### src/rtl/fast_control_rx.sv
// fast_control_rx
//
// Receive-side decoder for the fast-control stream. Each clk_bx the 16-bit
// encoded word is registered (S1), both Hamming(8,4) bytes are decoded and
// corrected, and all outputs are registered (S2). The outputs are command
// strobes, a recovered bunch-crossing number with a BCR lock state machine,
// and saturating error/trigger counters.
//
// Byte code (hamming84_enc), bit index = Hamming position:
//   [0] overall parity of bits 7:1 (even)
//   [1] p1 = d0^d1^d3   [2] p2 = d0^d2^d3   [4] p4 = d1^d2^d3
//   [3] d0  [5] d1  [6] d2  [7] d3
//
// Ports:
//   clk_bx         bunch-crossing clock
//   reset          asynchronous active-high reset
//   fc_stream_enc  encoded word, [7:0] low nibble, [15:8] high nibble
//   orb_length     orbit length in bx (>= 2)
//   err_clear      synchronous clear of all counters
//   bcr, l1a, link_reset, buffer_clear   strobes, decoded bits 0..3
//   calib_pulse    decoded bit 5
//   aux            decoded bits {7,6,4}
//   bx_id          recovered bunch-crossing number
//   locked         lock FSM is in LOCKED
//   sec_count, ded_count, l1a_count, unlock_count   saturating counters
//
// Lock FSM states:
//   state       | meaning
//   UNLOCKED    | waiting for any BCR, bx_id held at 0
//   CHECK       | counting BCRs that land in the expected slot
//   LOCKED      | aligned; counting misplaced/missing BCRs
module fast_control_rx #(
    parameter int ORB_LEN_W = 12,
    parameter int LOCK_GOOD = 3,
    parameter int LOCK_MISS = 2
) (
    input  logic                 clk_bx,
    input  logic                 reset,
    input  logic [15:0]          fc_stream_enc,
    input  logic [ORB_LEN_W-1:0] orb_length,
    input  logic                 err_clear,
    output logic                 bcr,
    output logic                 l1a,
    output logic                 link_reset,
    output logic                 buffer_clear,
    output logic                 calib_pulse,
    output logic [2:0]           aux,
    output logic [ORB_LEN_W-1:0] bx_id,
    output logic                 locked,
    output logic [15:0]          sec_count,
    output logic [15:0]          ded_count,
    output logic [31:0]          l1a_count,
    output logic [7:0]           unlock_count
);

    localparam logic [1:0] ST_UNLOCKED = 2'd0;
    localparam logic [1:0] ST_CHECK    = 2'd1;
    localparam logic [1:0] ST_LOCKED   = 2'd2;

    localparam logic [7:0]         GOOD_TGT = 8'(LOCK_GOOD);
    localparam logic [7:0]         MISS_TGT = 8'(LOCK_MISS);
    localparam logic [ORB_LEN_W:0] ONE_EXT  = 1;

    // Returns {single_err, double_err, data[3:0]}.
    function automatic logic [5:0] dec84(input logic [7:0] b);
        logic [2:0] syn;
        logic       par_err;
        logic       dbl;
        logic [7:0] c;
        logic [3:0] d;
        syn     = {b[4] ^ b[5] ^ b[6] ^ b[7],
                   b[2] ^ b[3] ^ b[6] ^ b[7],
                   b[1] ^ b[3] ^ b[5] ^ b[7]};
        par_err = ^b;
        c       = b;
        if (par_err && (syn != 3'd0)) begin
            c[syn] = ~c[syn];
        end
        dbl = !par_err && (syn != 3'd0);
        // Uncorrectable nibble is zeroed so it can never fire a command.
        d   = dbl ? 4'd0 : {c[7], c[6], c[5], c[3]};
        return {par_err, dbl, d};
    endfunction

    logic [15:0] enc_q;
    logic [5:0]  dec_lo;
    logic [5:0]  dec_hi;
    logic [7:0]  dec_data;
    logic [1:0]  sec_inc;
    logic [1:0]  ded_inc;

    assign dec_lo   = dec84(enc_q[7:0]);
    assign dec_hi   = dec84(enc_q[15:8]);
    assign dec_data = {dec_hi[3:0], dec_lo[3:0]};
    assign sec_inc  = {1'b0, dec_lo[5]} + {1'b0, dec_hi[5]};
    assign ded_inc  = {1'b0, dec_lo[4]} + {1'b0, dec_hi[4]};

    // Lock FSM
    logic [1:0]           state_q;
    logic [1:0]           state_d;
    logic [7:0]           good_q;
    logic [7:0]           good_d;
    logic [7:0]           miss_q;
    logic [7:0]           miss_d;
    logic [ORB_LEN_W-1:0] bx_d;
    logic [ORB_LEN_W:0]   bx_inc;
    logic                 wrap;
    logic                 unlock_ev;
    logic                 dec_bcr;

    assign dec_bcr = dec_data[0];
    assign bx_inc  = {1'b0, bx_id} + ONE_EXT;
    // ">=" rather than "==" so a shrinking orb_length still wraps.
    assign wrap    = (bx_inc >= {1'b0, orb_length});

    always_comb begin
        state_d   = state_q;
        good_d    = good_q;
        miss_d    = miss_q;
        unlock_ev = 1'b0;
        bx_d      = wrap ? '0 : bx_inc[ORB_LEN_W-1:0];
        case (state_q)
            ST_UNLOCKED: begin
                bx_d = '0;
                if (dec_bcr) begin
                    good_d  = 8'd1;
                    miss_d  = 8'd0;
                    state_d = (GOOD_TGT <= 8'd1) ? ST_LOCKED : ST_CHECK;
                end
            end
            ST_CHECK: begin
                if (wrap) begin
                    if (dec_bcr) begin
                        good_d = good_q + 8'd1;
                        if (good_d >= GOOD_TGT) begin
                            state_d = ST_LOCKED;
                            miss_d  = 8'd0;
                        end
                    end else begin
                        state_d = ST_UNLOCKED;
                        bx_d    = '0;
                    end
                end else if (dec_bcr) begin
                    state_d = ST_UNLOCKED;
                    bx_d    = '0;
                end
            end
            ST_LOCKED: begin
                if (wrap && dec_bcr) begin
                    miss_d = 8'd0;
                end else if (wrap || dec_bcr) begin
                    // Missing slot BCR or misplaced BCR; bx_id keeps counting.
                    miss_d = miss_q + 8'd1;
                    if (miss_d >= MISS_TGT) begin
                        state_d   = ST_UNLOCKED;
                        bx_d      = '0;
                        unlock_ev = 1'b1;
                    end
                end
            end
            default: begin
                state_d = ST_UNLOCKED;
                bx_d    = '0;
            end
        endcase
    end

    // Saturating counter next values
    logic [16:0] sec_sum;
    logic [16:0] ded_sum;
    logic [32:0] l1a_sum;
    logic [8:0]  unlock_sum;
    logic [15:0] sec_next;
    logic [15:0] ded_next;
    logic [31:0] l1a_next;
    logic [7:0]  unlock_next;

    assign sec_sum     = {1'b0, sec_count} + {15'd0, sec_inc};
    assign ded_sum     = {1'b0, ded_count} + {15'd0, ded_inc};
    assign l1a_sum     = {1'b0, l1a_count} + {32'd0, dec_data[1]};
    assign unlock_sum  = {1'b0, unlock_count} + {8'd0, unlock_ev};
    assign sec_next    = sec_sum[16]    ? '1 : sec_sum[15:0];
    assign ded_next    = ded_sum[16]    ? '1 : ded_sum[15:0];
    assign l1a_next    = l1a_sum[32]    ? '1 : l1a_sum[31:0];
    assign unlock_next = unlock_sum[8]  ? '1 : unlock_sum[7:0];

    always_ff @(posedge clk_bx or posedge reset) begin
        if (reset) begin
            enc_q        <= '0;
            bcr          <= 1'b0;
            l1a          <= 1'b0;
            link_reset   <= 1'b0;
            buffer_clear <= 1'b0;
            calib_pulse  <= 1'b0;
            aux          <= '0;
            state_q      <= ST_UNLOCKED;
            good_q       <= '0;
            miss_q       <= '0;
            bx_id        <= '0;
            locked       <= 1'b0;
            sec_count    <= '0;
            ded_count    <= '0;
            l1a_count    <= '0;
            unlock_count <= '0;
        end else begin
            enc_q        <= fc_stream_enc;
            bcr          <= dec_data[0];
            l1a          <= dec_data[1];
            link_reset   <= dec_data[2];
            buffer_clear <= dec_data[3];
            calib_pulse  <= dec_data[5];
            aux          <= {dec_data[7], dec_data[6], dec_data[4]};
            state_q      <= state_d;
            good_q       <= good_d;
            miss_q       <= miss_d;
            bx_id        <= bx_d;
            locked       <= (state_d == ST_LOCKED);
            if (err_clear) begin
                sec_count    <= '0;
                ded_count    <= '0;
                l1a_count    <= '0;
                unlock_count <= '0;
            end else begin
                sec_count    <= sec_next;
                ded_count    <= ded_next;
                l1a_count    <= l1a_next;
                unlock_count <= unlock_next;
            end
        end
    end

endmodule

### config.mk
export PLATFORM = sky130hd
export DESIGN_NAME = fast_control_rx
export DESIGN_NICKNAME = d
export VERILOG_FILES = /design/src/rtl/fast_control_rx.sv
export SDC_FILE = /design/constraint.sdc
export NUM_CORES = 1
export LEC_CHECK = 0
export CAP_MARGIN = 30
export CORE_AREA = 3 3 138 140
export CTS_CLUSTER_SIZE = 20
export DETAILED_ROUTE_END_ITERATION = 8
export DIE_AREA = 0 0 141 143
export PLACE_DENSITY = 0.62
export SLEW_MARGIN = 40
export SYNTH_ARGS = -nofsm -noshare
export SYNTH_HDL_FRONTEND = slang
export SYNTH_SLANG_ARGS = --single-unit
export TNS_END_PERCENT = 20
### constraint.sdc
create_clock -name clk_bx -period 5.1 [get_ports clk_bx]
set_input_delay 0.765 -clock clk_bx [delete_from_list [all_inputs] [get_ports clk_bx]]
set_output_delay 0.765 -clock clk_bx [all_outputs]
set_load 0.005 [all_outputs]
==> reports/results.md <==
| Item | Reported |
|---|---|
| Final estimated routing congestion in global placement | 0.811 |
| Post-route fraction of the period consumed by the critical path | 88.6% |
| Buffers added on ports | 123 |
| Post-layout net count | 920 |
| Worst-path fanout max | 9 |
| Setup repair after global routing missed its margin | false |
| Minimum clock period after layout | 4520 ps |
| Synth area leaders | dfrtp_1 (44%), xor2_1 (5.3%), xnor2_1 (5.0%), a21oi_1 (5.0%), ha_1 (4.7%) |
| Total number of vias | 5,796 |
| Via-to-Cell Ratio | 5.26 |
| Number of distinct library cells after synthesis | 76 |
| Sort of element at the start of the critical path | flip-flop |
| Syn Std Cell Area | 7170 µm² |
| Average cell area after synthesis | 9.68 µm² |
| I/O pin count | 124 |
| Growth of design area from synthesis to finish | 28.2% |
| Design Power | 0.00282 W |
| Latest clock arrival within the worst-skew pair | 410 ps |
| Syn_nets | 801 |
| Setup Crit Path Kind | flip-flop to flip-flop |
| Cell taking the most area after synthesis | dfrtp_1 |
| Sequential element share of the synthesized area | 44.3% |
| Worst path arrival time | 4840 ps |
| Number of flops mapped to enable cells by yosys | 0 |
| Fraction of post-synthesis cell area in the top cell type by area | 44.3% |
| Maximum number of pins on one net before global-route repair | 77 |
| Utilization of the core after routing | 51.2% |
| Combined global-route utilization of all metal layers | 17.2% |
| Count of nets left with antenna violations after detail routing | 0 |
| Number of clock buffers inserted by TritonCTS | 17 |
| HPWL reported at the end of detailed placement | 11,600 µm |
| Final Max Slew Viols | 0 |
| Top FF cell, synth | dfrtp_1 |
| Final Setup Violations | 0 |
| Number of antenna violations at the first check in global routing | 0 |
| Clock root buffer | clkbuf_16 |
| Number of global-route vias before repair | 5,683 |
| Leading cell type in the layout, fill and taps excluded | dfrtp_1 |
| Status | finished, final reports clean |
| Worst Clk Skew | 7.01 ps |
| Worst slew margin relative to its limit | 45.8% |
| Hold Fails Final Rpt | 0 |
| Total power density per cell area | 307 nW/µm² |
| Die width | 141 µm |
| CTS H-Tree Depth | 4 |
| Worst IR drop on VDD | 270 µV |
| Routed length per placed instance | 15.1 µm |
| Synthesis warning total | 0 |
| Buffer levels on the longest clock path | 2 |
| Core region area | 18,000 µm² |
| Worst min-delay path category | flip-flop to flip-flop |
| Pin slew with the least headroom to its limit | 812 ps |
| Count of unresolved DRC violations after routing | 0 |
| Number of maximum-capacitance violations | 0 |
| Fraction of final layout cells with drive strength greater than 1 | 6.99% |
| Total Neg Setup Slack | 0 ps |
| First-pass GRT wire length | 28,400 µm |
| Vert. Die Dim | 143 µm |
| Overall routed net length | 16,700 µm |
| Endpoint type of the worst setup path | flip-flop |
| Clock tree from TritonCTS | built |
| Drt pass-1 iters | 5 |
| Fraction of registers with async set/reset | 100% |
| Static leakage power | 3.93 nW |
| Maximum frequency from static timing analysis | 0.221 GHz |
| Gr ovfl total | 0 |
| Full die area | 20,200 µm² |
| WP data required | 5420 ps |
| Post-synthesis register bit count | 127 |
| Clk slew on worst S/H paths | 50 ps |
| Most used cells in the layout excluding fill and tap cells | dfrtp_1 (127), clkdlybuf4s50_1 (122), a21oi_1 (71) |
| Syn Inst Count | 741 |
| Number of fill cells | 1,654 |
| Initial standard-cell utilization of the core | 39.9% |
| Hold-fix buffers at CTS | 0 |
| N_diodes | 0 |
| Violation count after the first detailed-route iteration | 357 |
| Register-to-Register Setup Slack | 580 ps |
| Clock Sinks | 127 |
| Number of post-CTS setup repair buffers | 0 |
| Std-Cell Rows | 49 |
per-layer routing:
layer / up-vias / track usage, % / share of wire (%)
met5: - / 0 / 0
li1: 2849 / - / -
met3: 14 / 3.62 / 4.6
met4: 0 / 5.61 / 1.2
met1: 2780 / 24.8 / 50
met2: 153 / 26.1 / 45
layout make-up:
type                       count  area, µm²  area share, %
tap                          229        287           3.12
inverter                      42        168           1.82
multi-input combinational    546       3720           40.4
timing repair buffer         126       1260           13.7
clock inverter                13        140           1.52
sequential                   127       3180           34.6
clock buffer                  19        443           4.82
critical path: stages (launching register included):
cell      delay, ps
dfrtp_1         440
ha_1            230
nand4_1         180
nor2_1          190
nand2_1          90
xnor2_1         200
ha_1            280
and2_1          180
a221oi_1        280
o211a_1         240
and2_2          290
a21boi_0        350
nor2_1          130
nor3_1          180
ha_1            220
ha_1            220
and2_1          210
nand4_1         290
a21oi_1         240
through the flow:
stage / cells / cell area (µm²) / worst slack [ps] / hold slack (ps)
after floorplan: 741 / 7170 / 951 / 496
after global placement: 1070 / 8610 / 559 / 538
after detailed placement: 1070 / 8610 / 488 / 545
after CTS: 1102 / 9190 / 462 / 554
after global routing: 1102 / 9190 / 115 / 585
final: 1102 / 9190 / 581 / 542
cells by family after synthesis:
kind of cell,count (synthesis),synth area share (%)
muxes,6,1.10
buffers and inverters,68,3.87
adders and majority gates,30,5.41
xor gates and xnor gates,88,11.2
AOI/OAI and AO/OA,161,14.7
and+or+nand+nor,261,19.5
DFF,127,44.3
power by group:
| group | leakage, nW | total (W) | internal [W] | switching, W |
|---|---|---|---|---|
| Combinational | 1.94 | 0.000525 | 0.000243 | 0.000281 |
| Sequential | 1.72 | 0.00111 | 0.00106 | 0.0000515 |
| Clock | 0.275 | 0.00119 | 0.000732 | 0.000454 |
cell usage after synthesis (all sizes together) (18+ instances only):
master / number
o21ai: 26
nand3: 42
ha: 27
and3: 26
dfrtp: 127
xor2: 44
clkbuf: 19
nand2: 50
a21oi: 71
nor2: 49
nor3: 21
xnor2: 44
inv: 42
nor2b: 18
final timing paths:
| kind | end | cells after the start | startpoint |
|---|---|---|---|
| hold / removal | bx_id[0]$_DFF_PP0_ | 1 | bx_id[0]$_DFF_PP0_ |
| max in group asynchronous | enc_q[14]$_DFF_PP0_ | 3 | reset |
| min in group asynchronous | bx_id[8]$_DFF_PP0_ | 2 | reset |
| setup / recovery | unlock_count[0]$_DFF_PP0_ | 18 | bx_id[0]$_DFF_PP0_ |
| hold reg to reg | bx_id[0]$_DFF_PP0_ | 1 | bx_id[0]$_DFF_PP0_ |
| setup reg to reg | unlock_count[0]$_DFF_PP0_ | 18 | bx_id[0]$_DFF_PP0_ |
sequential cells by signal (all words and copies together), names as in the netlist, 2 cells and up:
signal and flops:
miss_q 8, state_q 2, sec_count 16, bx_id 12, l1a_count 32, ded_count 16
aux 3, unlock_count 8, good_q 8, enc_q 16
what timing repair did:
item                                    CTS  global route
endpoints found under the setup margin    0             1
resized for setup                         0             1
hold endpoints to repair                  0             0
Power figures use the tool's default switching activity.
